`config.mk`:
```
export PLATFORM = sky130hd
export DESIGN_NAME = fetch_stage
export DESIGN_NICKNAME = d
export VERILOG_FILES = /design/src/rtl/fetch_stage_pkg.sv /design/src/rtl/fetch_stage_adder.sv /design/src/rtl/fetch_stage.sv
export SDC_FILE = /design/constraint.sdc
export NUM_CORES = 1
export LEC_CHECK = 0
export ABC_AREA = 1
export CAP_MARGIN = 25
export CORE_MARGIN = 2
export CORE_UTILIZATION = 45
export CTS_CLUSTER_SIZE = 30
export DETAILED_ROUTE_END_ITERATION = 10
export GPL_TIMING_DRIVEN = 0
export PLACE_DENSITY = 0.83
export SLEW_MARGIN = 15
export SYNTH_ARGS = -nofsm -noshare
export SYNTH_HDL_FRONTEND = slang
export SYNTH_HIERARCHICAL = 1
export SYNTH_SLANG_ARGS = --single-unit
export TNS_END_PERCENT = 1
```
`constraint.sdc`:
```
create_clock -name clk -period 2.49 [get_ports clk]
set_input_delay 0.249 -clock clk [delete_from_list [all_inputs] [get_ports clk]]
set_output_delay 0.249 -clock clk [all_outputs]
set_load 0.05 [all_outputs]
```
`src/rtl/fetch_stage_pkg.sv`:
```
// Shared types and constants for the fetch stage.
//   fetch_st_e : fetch FSM states (BOOT, FETCH, HOLD)
//   NOP_WORD   : canonical bubble instruction (addi x0,x0,0)
//   if_id_t    : IF/ID pipeline register contents
package fetch_stage_pkg;

    localparam logic [31:0] NOP_WORD = 32'h0000_0013;

    typedef enum logic [1:0] {
        ST_BOOT  = 2'd0,
        ST_FETCH = 2'd1,
        ST_HOLD  = 2'd2
    } fetch_st_e;

    typedef struct packed {
        logic [31:0] instr;
        logic [31:0] pc;
        logic [31:0] pc_plus4;
        logic        valid;
    } if_id_t;

endpackage

```
`src/rtl/fetch_stage_adder.sv`:
```
// 32-bit modulo adder (carry-out discarded).
//   i_a, i_b : operands
//   o_sum    : (i_a + i_b) mod 2^32
module fetch_stage_adder (
    input  logic [31:0] i_a,
    input  logic [31:0] i_b,
    output logic [31:0] o_sum
);

    assign o_sum = i_a + i_b;

endmodule

```
`src/rtl/fetch_stage.sv`:
```
// Instruction fetch stage with IF/ID register and one-entry skid buffer.
// A fetched word that arrives while the pipeline is stalled is parked in the
// skid buffer (HOLD) so the memory is not asked for it again.
// Ports:
//   clk, reset          : clock, synchronous active-high reset
//   stall_f, flush_d    : hazard unit hold / bubble controls
//   pc_src_e, pc_target_e : execute-stage redirect
//   imem_req/addr/ready/rdata : instruction memory handshake
//   instr_d, pc_d, pc_plus4_d, valid_d : IF/ID register
//   misalign_d          : only with FETCH_MISALIGN_CHECK_EN defined; flags the
//                         first entry after a redirect to a non word-aligned target
module fetch_stage
    import fetch_stage_pkg::*;
#(
    parameter logic [31:0] RESET_PC  = 32'h0000_0000,
    parameter logic [31:0] NOP_INSTR = NOP_WORD
) (
    input  logic        clk,
    input  logic        reset,
    input  logic        stall_f,
    input  logic        flush_d,
    input  logic        pc_src_e,
    input  logic [31:0] pc_target_e,
    output logic        imem_req,
    output logic [31:0] imem_addr,
    input  logic        imem_ready,
    input  logic [31:0] imem_rdata,
    output logic [31:0] instr_d,
    output logic [31:0] pc_d,
    output logic [31:0] pc_plus4_d,
`ifdef FETCH_MISALIGN_CHECK_EN
    output logic        misalign_d,
`endif
    output logic        valid_d
);

    fetch_st_e   r_state, w_state_nxt;
    logic [31:0] r_pc, w_pc_nxt;
    logic [31:0] r_skid, w_skid_nxt;
    if_id_t      r_ifid, w_ifid_nxt;
    logic [31:0] w_pc_plus4;
    logic        w_load;        // load a real instruction into IF/ID
    logic        w_bub;         // load a bubble into IF/ID
    logic [31:0] w_load_instr;
    logic        w_redirect;

    fetch_stage_adder u_pc_add (
        .i_a   (r_pc),
        .i_b   (32'd4),
        .o_sum (w_pc_plus4)
    );

    // BOOT ignores redirects: nothing in flight can have produced one.
    assign w_redirect = pc_src_e && (r_state != ST_BOOT);

    always_ff @(posedge clk) begin
        if (reset) r_state <= ST_BOOT;
        else       r_state <= w_state_nxt;
    end

    always_comb begin
        w_state_nxt  = r_state;
        w_pc_nxt     = r_pc;
        w_skid_nxt   = r_skid;
        w_load       = 1'b0;
        w_bub        = 1'b0;
        w_load_instr = imem_rdata;
        case (r_state)
            ST_BOOT: begin
                w_state_nxt = ST_FETCH;
                w_bub       = 1'b1;
            end
            ST_FETCH: begin
                if (imem_ready) begin
                    if (!stall_f) begin
                        w_load   = 1'b1;
                        w_pc_nxt = w_pc_plus4;
                    end else begin
                        w_skid_nxt  = imem_rdata;
                        w_state_nxt = ST_HOLD;
                    end
                end else if (!stall_f) begin
                    w_bub = 1'b1;
                end
            end
            ST_HOLD: begin
                if (!stall_f) begin
                    w_load       = 1'b1;
                    w_load_instr = r_skid;
                    w_pc_nxt     = w_pc_plus4;
                    w_state_nxt  = ST_FETCH;
                end
            end
            default: w_state_nxt = ST_FETCH;
        endcase

        if (w_redirect) begin
            w_pc_nxt    = pc_target_e & 32'hFFFF_FFFC;
            w_skid_nxt  = NOP_INSTR;
            w_state_nxt = ST_FETCH;
            w_load      = 1'b0;
            w_bub       = 1'b1;
        end else if (flush_d) begin
            // PC/FSM keep their normal progress; only the entry is killed.
            w_load = 1'b0;
            w_bub  = 1'b1;
        end

        w_ifid_nxt = r_ifid;
        if (w_load) begin
            w_ifid_nxt = '{instr: w_load_instr, pc: r_pc, pc_plus4: w_pc_plus4, valid: 1'b1};
        end else if (w_bub) begin
            w_ifid_nxt.instr = NOP_INSTR;
            w_ifid_nxt.valid = 1'b0;
        end
    end

    always_ff @(posedge clk) begin
        if (reset) begin
            r_pc   <= RESET_PC;
            r_skid <= NOP_INSTR;     // NOP content marks the buffer empty
            r_ifid <= '{instr: NOP_INSTR, pc: 32'd0, pc_plus4: 32'd0, valid: 1'b0};
        end else begin
            r_pc   <= w_pc_nxt;
            r_skid <= w_skid_nxt;
            r_ifid <= w_ifid_nxt;
        end
    end

`ifdef FETCH_MISALIGN_CHECK_EN
    // r_mis_pend remembers a misaligned redirect until the first real entry.
    logic r_mis_pend, r_misalign;
    always_ff @(posedge clk) begin
        if (reset) begin
            r_mis_pend <= 1'b0;
            r_misalign <= 1'b0;
        end else if (w_redirect) begin
            r_mis_pend <= (pc_target_e[1:0] != 2'b00);
            r_misalign <= 1'b0;
        end else if (w_load) begin
            r_misalign <= r_mis_pend;
            r_mis_pend <= 1'b0;
        end else if (w_bub) begin
            r_misalign <= 1'b0;
        end
    end
    assign misalign_d = r_misalign;
`endif

    assign imem_req   = (r_state == ST_FETCH);
    assign imem_addr  = r_pc;
    assign instr_d    = r_ifid.instr;
    assign pc_d       = r_ifid.pc;
    assign pc_plus4_d = r_ifid.pc_plus4;
    assign valid_d    = r_ifid.valid;

endmodule

```
# Word level (Yosys, flattened, before mapping)
# Index checks and enable logic that the tools add are counted.
[word_totals] inputBits=70 regBits=163
[classes] n_reduce_logical=12 muxes=24 n_eq_ne=8 add_sub_neg=1
[op_table] cell="$mux 32" n=7
[op_table] cell="$pmux 32 s2" n=1
[op_table] cell="$add 32x3->32 const B" n=1
[op_table] cell="$mux 1" n=10
[op_table] cell="$mux 2" n=3
[op_table] cell="$reduce_and 2->1" n=3
[op_table] cell="$reduce_and 3->1" n=2
[op_table] cell="$reduce_bool 2->1" n=3
[op_table] cell="$ne 2x2->1 const B" n=2
[op_table] cell="$pmux 1 s2" n=2
[op_table] cell="$pmux 2 s2" n=1
[op_table] cell="$ne 3x1->1 const B" n=1
[op_table] cell="$ne 3x2->1 const B" n=1
[op_table] cell="$ne 3x3->1 const B" n=1
[op_table] cell="$reduce_bool 3->1" n=1
[op_table] cell="$eq 2x1->1 const B" n=1
[op_table] cell="$eq 2x2->1 const B" n=1
[op_table] cell="$logic_not 2->1" n=1
[op_table] cell="$ne 2x1->1 const B" n=1
[op_table] cell="$reduce_or 2->1" n=1
[op_table] cell="$logic_and 1x1->1" n=1

# Depth between registers and ports, before layout
[depth] word_depth=7 depth_mapped=16 mapped_depth_nobuf=16

# Cells and area by module
# Netlist, hierarchy kept.
[modules_own_cells] module="fetch_stage" cells_each=1055 instances=1 area_per_inst_um2=7209.4
[modules_own_cells] module="fetch_stage_adder" cells_each=491 instances=1 area_per_inst_um2=2323.5

# Worst setup path after synthesis
# OpenSTA, ideal clock, no wires.
[synth_path] path_type="flip-flop to flip-flop" start="register r_pc[11], in the netlist imem_addr[11]" end="register r_pc[30], in the netlist imem_addr[30]" path_slack_ns=0.485 synth_period_minus_slack_ns=2.005 required_ns=2.374 arrival_ns=1.889 n_path_buf=0 path_stages_with_launch=15 cell_sequence="dfxtp_1 -> ha_1 -> nand2_1 -> inv_1 -> nand2_1 -> nor3_1 -> nand2_1 -> nand2_2 -> nand2_1 -> nand3_1 -> nand2_1 -> nand3_1 -> nand2_1 -> o21ai_0 -> nor2_1"
[synth_between] elab_chain_cells=5
[synth_lines] item="start, declared" line_no="fetch_stage.sv:38" rtl="logic [31:0] r_pc, w_pc_nxt;"
[synth_lines] item="start signal, assigned" line_no="fetch_stage.sv:124" rtl="r_pc <= w_pc_nxt;"
[synth_lines] item="$add 32x3->32 (*)" line_no="fetch_stage_adder.sv:10" rtl="assign o_sum = i_a + i_b;"
[synth_lines] item="via w_pc_plus4[30]" line_no="fetch_stage.sv:41" rtl="logic [31:0] w_pc_plus4;"
[synth_lines] item="$mux 32 (*)" line_no="fetch_stage.sv:75, fetch_stage.sv:87"
[synth_lines] item="$mux 32" line_no="fetch_stage.sv:74" rtl="if (imem_ready) begin"
[synth_lines] item="$pmux 32 s2 (*)" line_no="fetch_stage.sv:68" rtl="case (r_state)"
[synth_lines] item="$mux 32 (*)" line_no="fetch_stage.sv:97" rtl="if (w_redirect) begin"
# The timed path passes the listed nets; every way through them passes the cells marked *. The select of a mux whose other input is x is not followed.
# A chain may end at the register's enable or synchronous reset.

# Worst setup path after layout
[layout_path] start="register r_state[1]" end="output port imem_req"
[layout_between] elab_chain_cells=1
[layout_lines] item="start, declared" line_no="fetch_stage.sv:37" rtl="fetch_st_e r_state, w_state_nxt;"
[layout_lines] item="start signal, assigned" line_no="fetch_stage.sv:58" rtl="else r_state <= w_state_nxt;"
[layout_lines] item="$eq 2x1->1" line_no="fetch_stage.sv:150" rtl="assign imem_req = (r_state == ST_FETCH);"
[layout_lines] item="end, declared" line_no="fetch_stage.sv:24" rtl="output logic imem_req,"
# No other way between the ends.

==> impl_metrics.py <==
metrics = {
    "critical_path": {
        "crit_type": "reg2out",
        "r2r_slack_ns": 0.30,
        "required_ns": 2.24,
        "timing.rr.start": "r_state[1]",
        "worstPathMaxFanout": 5,
        "crit_path_start_kind": "flop",
        "critPathArrivalTime_ns": 1.99,
        "rr_worst_depth": 8,
        "reg2reg_to": "pc_plus4_d[24]",
        "endpoint": "imem_req",
        "crit_start": "r_state[1]",
        "endpoint_kind": "output pin",
    },
    "timing": {
        "setup_tns_ns": 0,
        "tightestPinTransition_ns": 0.644,
        "rsz0062_at_grt": "no",
        "finClkSkew_ns": 0.00906,
        "finalSetupViolCount": 0,
        "post-route-min-period_ns": 2.24,
        "period_share_pct": 89.9,
        "max_freq_ghz": 0.447,
        "slew-limit-headroom_pct": 57.1,
        "slew_viol_final": 0,
        "timing.final.hold_violations": 0,
    },
    "detailed_routing": {
        "postRouteAntennaNets": 0,
        "wire_per_inst_um": 14.2,
        "firstDrtPassIters": 7,
        "detail_route.drc_violations": 0,
        "first_iter_violations": 618,
        "wirelength_um": 29600,
        "via_per_inst": 4.98,
        "num_vias": 10400,
    },
    "synthesis": {
        "avgSynthCellArea_um2": 6.17,
        "yosysTopAreaCell": "dfxtp_1",
        "synth_cell_type_count": 31,
        "yosysSeqAreaShare_pct": 34.2,
        "synth_warnings": 6,
        "synth_top_area_share_pct": 34.2,
        "synth.cell_area_um2": 9530,
        "ys_ff_latch": 163,
        "synth_cells": 1546,
        "synthTopCellsByArea": "dfxtp_1 34%, nand2_1 18%, nor2_1 9.3%, inv_1 7.1%, nand3_1 6.4%",
    },
    "clock_tree": {
        "cts_made_buffers": 17,
        "holdBufCountCts": 0,
        "clk_pin_slew_ns": 0.08,
        "cts_resized": 0,
        "clk_latency_ns": 0.43,
        "cts_root_buf": "clkbuf_16",
        "max-clock-path-buffers": 2,
        "cts.htree.levels": 4,
        "cts.sinks": 163,
        "post_cts_buffers": 0,
        "cts_tree": "done",
    },
    "global_routing": {
        "grt_overflow": 0,
        "grt_max_degree": 20,
        "grt_pass1_vias": 9653,
        "grt_pass1_wl_um": 46800,
        "grtUsageTotal_pct": 26.3,
        "antenna_found_initial": 0,
    },
    "layout": {
        "drive_gt1_share_pct": 4.77,
        "fin_nets": 1897,
        "layoutNonFillerInstCount": 2079,
        "syn_to_final_growth_pct": 31.7,
        "diodes": 0,
        "n_fill_cell": 2007,
    },
    "die": {
        "die-area_um2": 22400,
        "chipWidth_um": 150,
        "die_y_um": 150,
        "rows": 53,
        "core-area_um2": 20900,
        "floorplan.initialDensity_pct": 45.6,
        "io-pin-count": 200,
    },
    "hold_path": {
        "hold_depth": 5,
        "worstHoldPathType": "in2reg",
    },
    "pwr": {
        "finalPower_w": 0.00895,
        "pwr_density_cell_nw_per_um2": 713,
        "p_leak_nw": 5.98,
        "ir_drop_v": 0.000506,
    },
    "outcome": {
        "status": "complete, no violations",
    },
    "placement": {
        "place_inst": 2047,
        "globalplace.congestion": 0.956,
        "hpwl_um": 22900,
        "io_buffers": 195,
    },
    "flow_run": {
        "maxCapViolations": 0,
    },
}
## cell usage after synthesis
master    count
conb_1        2
nand3_1     121
nor2_1      236
o21bai_1      2
o21ai_0      96
inv_1       180
xor2_1       15
a211oi_1     29
a21oi_2       1
buf_4         4
nand3b_1      3
fa_1          1
a21o_1        1
nor2_2        3
nand4_1       5
clkbuf_1     36
buf_1         8
nand2_1     468
nand3_2       2
buf_6         6
dfxtp_1     163
nor2_4        1
buf_2        22
ha_1         35
inv_4         1
a21oi_1      82
o21ai_1       3
xnor2_1       1
nor3_1        5
nand2_2      10
inv_2         4
## worst max-delay path, cell delays in order (launching register included)
cell             delay [ns]
dfxtp_1                0.34
inv_1                  0.14
ha_1                   0.22
clkdlybuf4s50_1        0.86
## worst min-delay path by stage
stage | to | slack [ns] | from
global placement | r_skid[11] | 0.45 | r_skid[11]
finish | r_skid[4] | 0.20 | stall_f
global route | r_skid[4] | 0.21 | stall_f
floorplan | r_skid[10] | 0.44 | r_skid[10]
detailed placement | r_skid[28] | 0.45 | r_skid[28]
CTS | r_skid[0] | 0.18 | stall_f
## cells in the final DEF (no fill, tap or decap), types with 5 or more instances in the layout
master,netlist,final
a211oi_1,29,29
a21oi_1,82,82
buf_1,8,8
buf_2,22,22
buf_6,6,6
clkbuf_1,36,36
clkbuf_16,0,17
clkdlybuf4s50_1,0,195
clkinv_8,0,5
conb_1,2,33
dfxtp_1,163,163
ha_1,35,35
inv_1,180,180
nand2_1,468,468
nand2_2,10,10
nand3_1,121,121
nand4_1,5,5
nor2_1,236,236
nor3_1,5,5
o21ai_0,96,96
xor2_1,15,15
## per-layer routing
layer	wire length, um	global-route usage, %
met1	13000	33.1
met2	14000	45.7
met3	1880	4.42
met4	693	8.19
met5	0	0
## report_power, final
part           switching, W  total (W)  leakage (nW)  internal [W]
registers          0.000179    0.00299          1.32       0.00281
clock network       0.00132    0.00270         0.297       0.00137
logic               0.00219    0.00327          4.35       0.00107
total               0.00369    0.00895          5.98       0.00526
## area by class of cell
type | instances | area (um^2) | share of cell area (%)
buffer | 76 | 373 | 2.97
clock buffer | 17 | 425 | 3.39
clock inverter | 15 | 186 | 1.48
inverter | 185 | 697 | 5.55
multi-input combinational | 1153 | 5320 | 42.3
sequential | 163 | 3260 | 26.0
tap | 275 | 344 | 2.74
timing repair buffer | 195 | 1950 | 15.5
## logic make-up (layout without fill, tap and decap cells)
kind of cell	Yosys count	in the layout	synth area share, %
other	2	33	0.0788
xor gates and xnor gates	16	16	1.47
AOI/OAI and AO/OA	214	214	12.1
DFF	163	163	34.2
buffers and inverters	261	488	11.2
adders and majority gates	36	36	4.80
and+or+nand+nor	854	854	36.1
## stage by stage
step / hold slack [ns] / worst slack [ns] / utilization, % / cell area, um^2
floorplan: 0.436 / 0.485 / - / 9650
global placement: 0.446 / 0.325 / 57.2 / 11900
detailed placement: 0.450 / 0.324 / 57.2 / 11900
CTS: 0.182 / 0.256 / 60.1 / 12600
global route: 0.205 / 0.139 / 60.1 / 12600
finish: 0.199 / 0.251 / 60.1 / 12600
## registers in the layout, summed over array words and instances (netlist names), named ones only
register    count
r_skid         32
instr_d        32
valid_d         1
pc_plus4_d     32
r_state         2
pc_d           32
imem_addr      30
(Power assumes the default switching activity.)
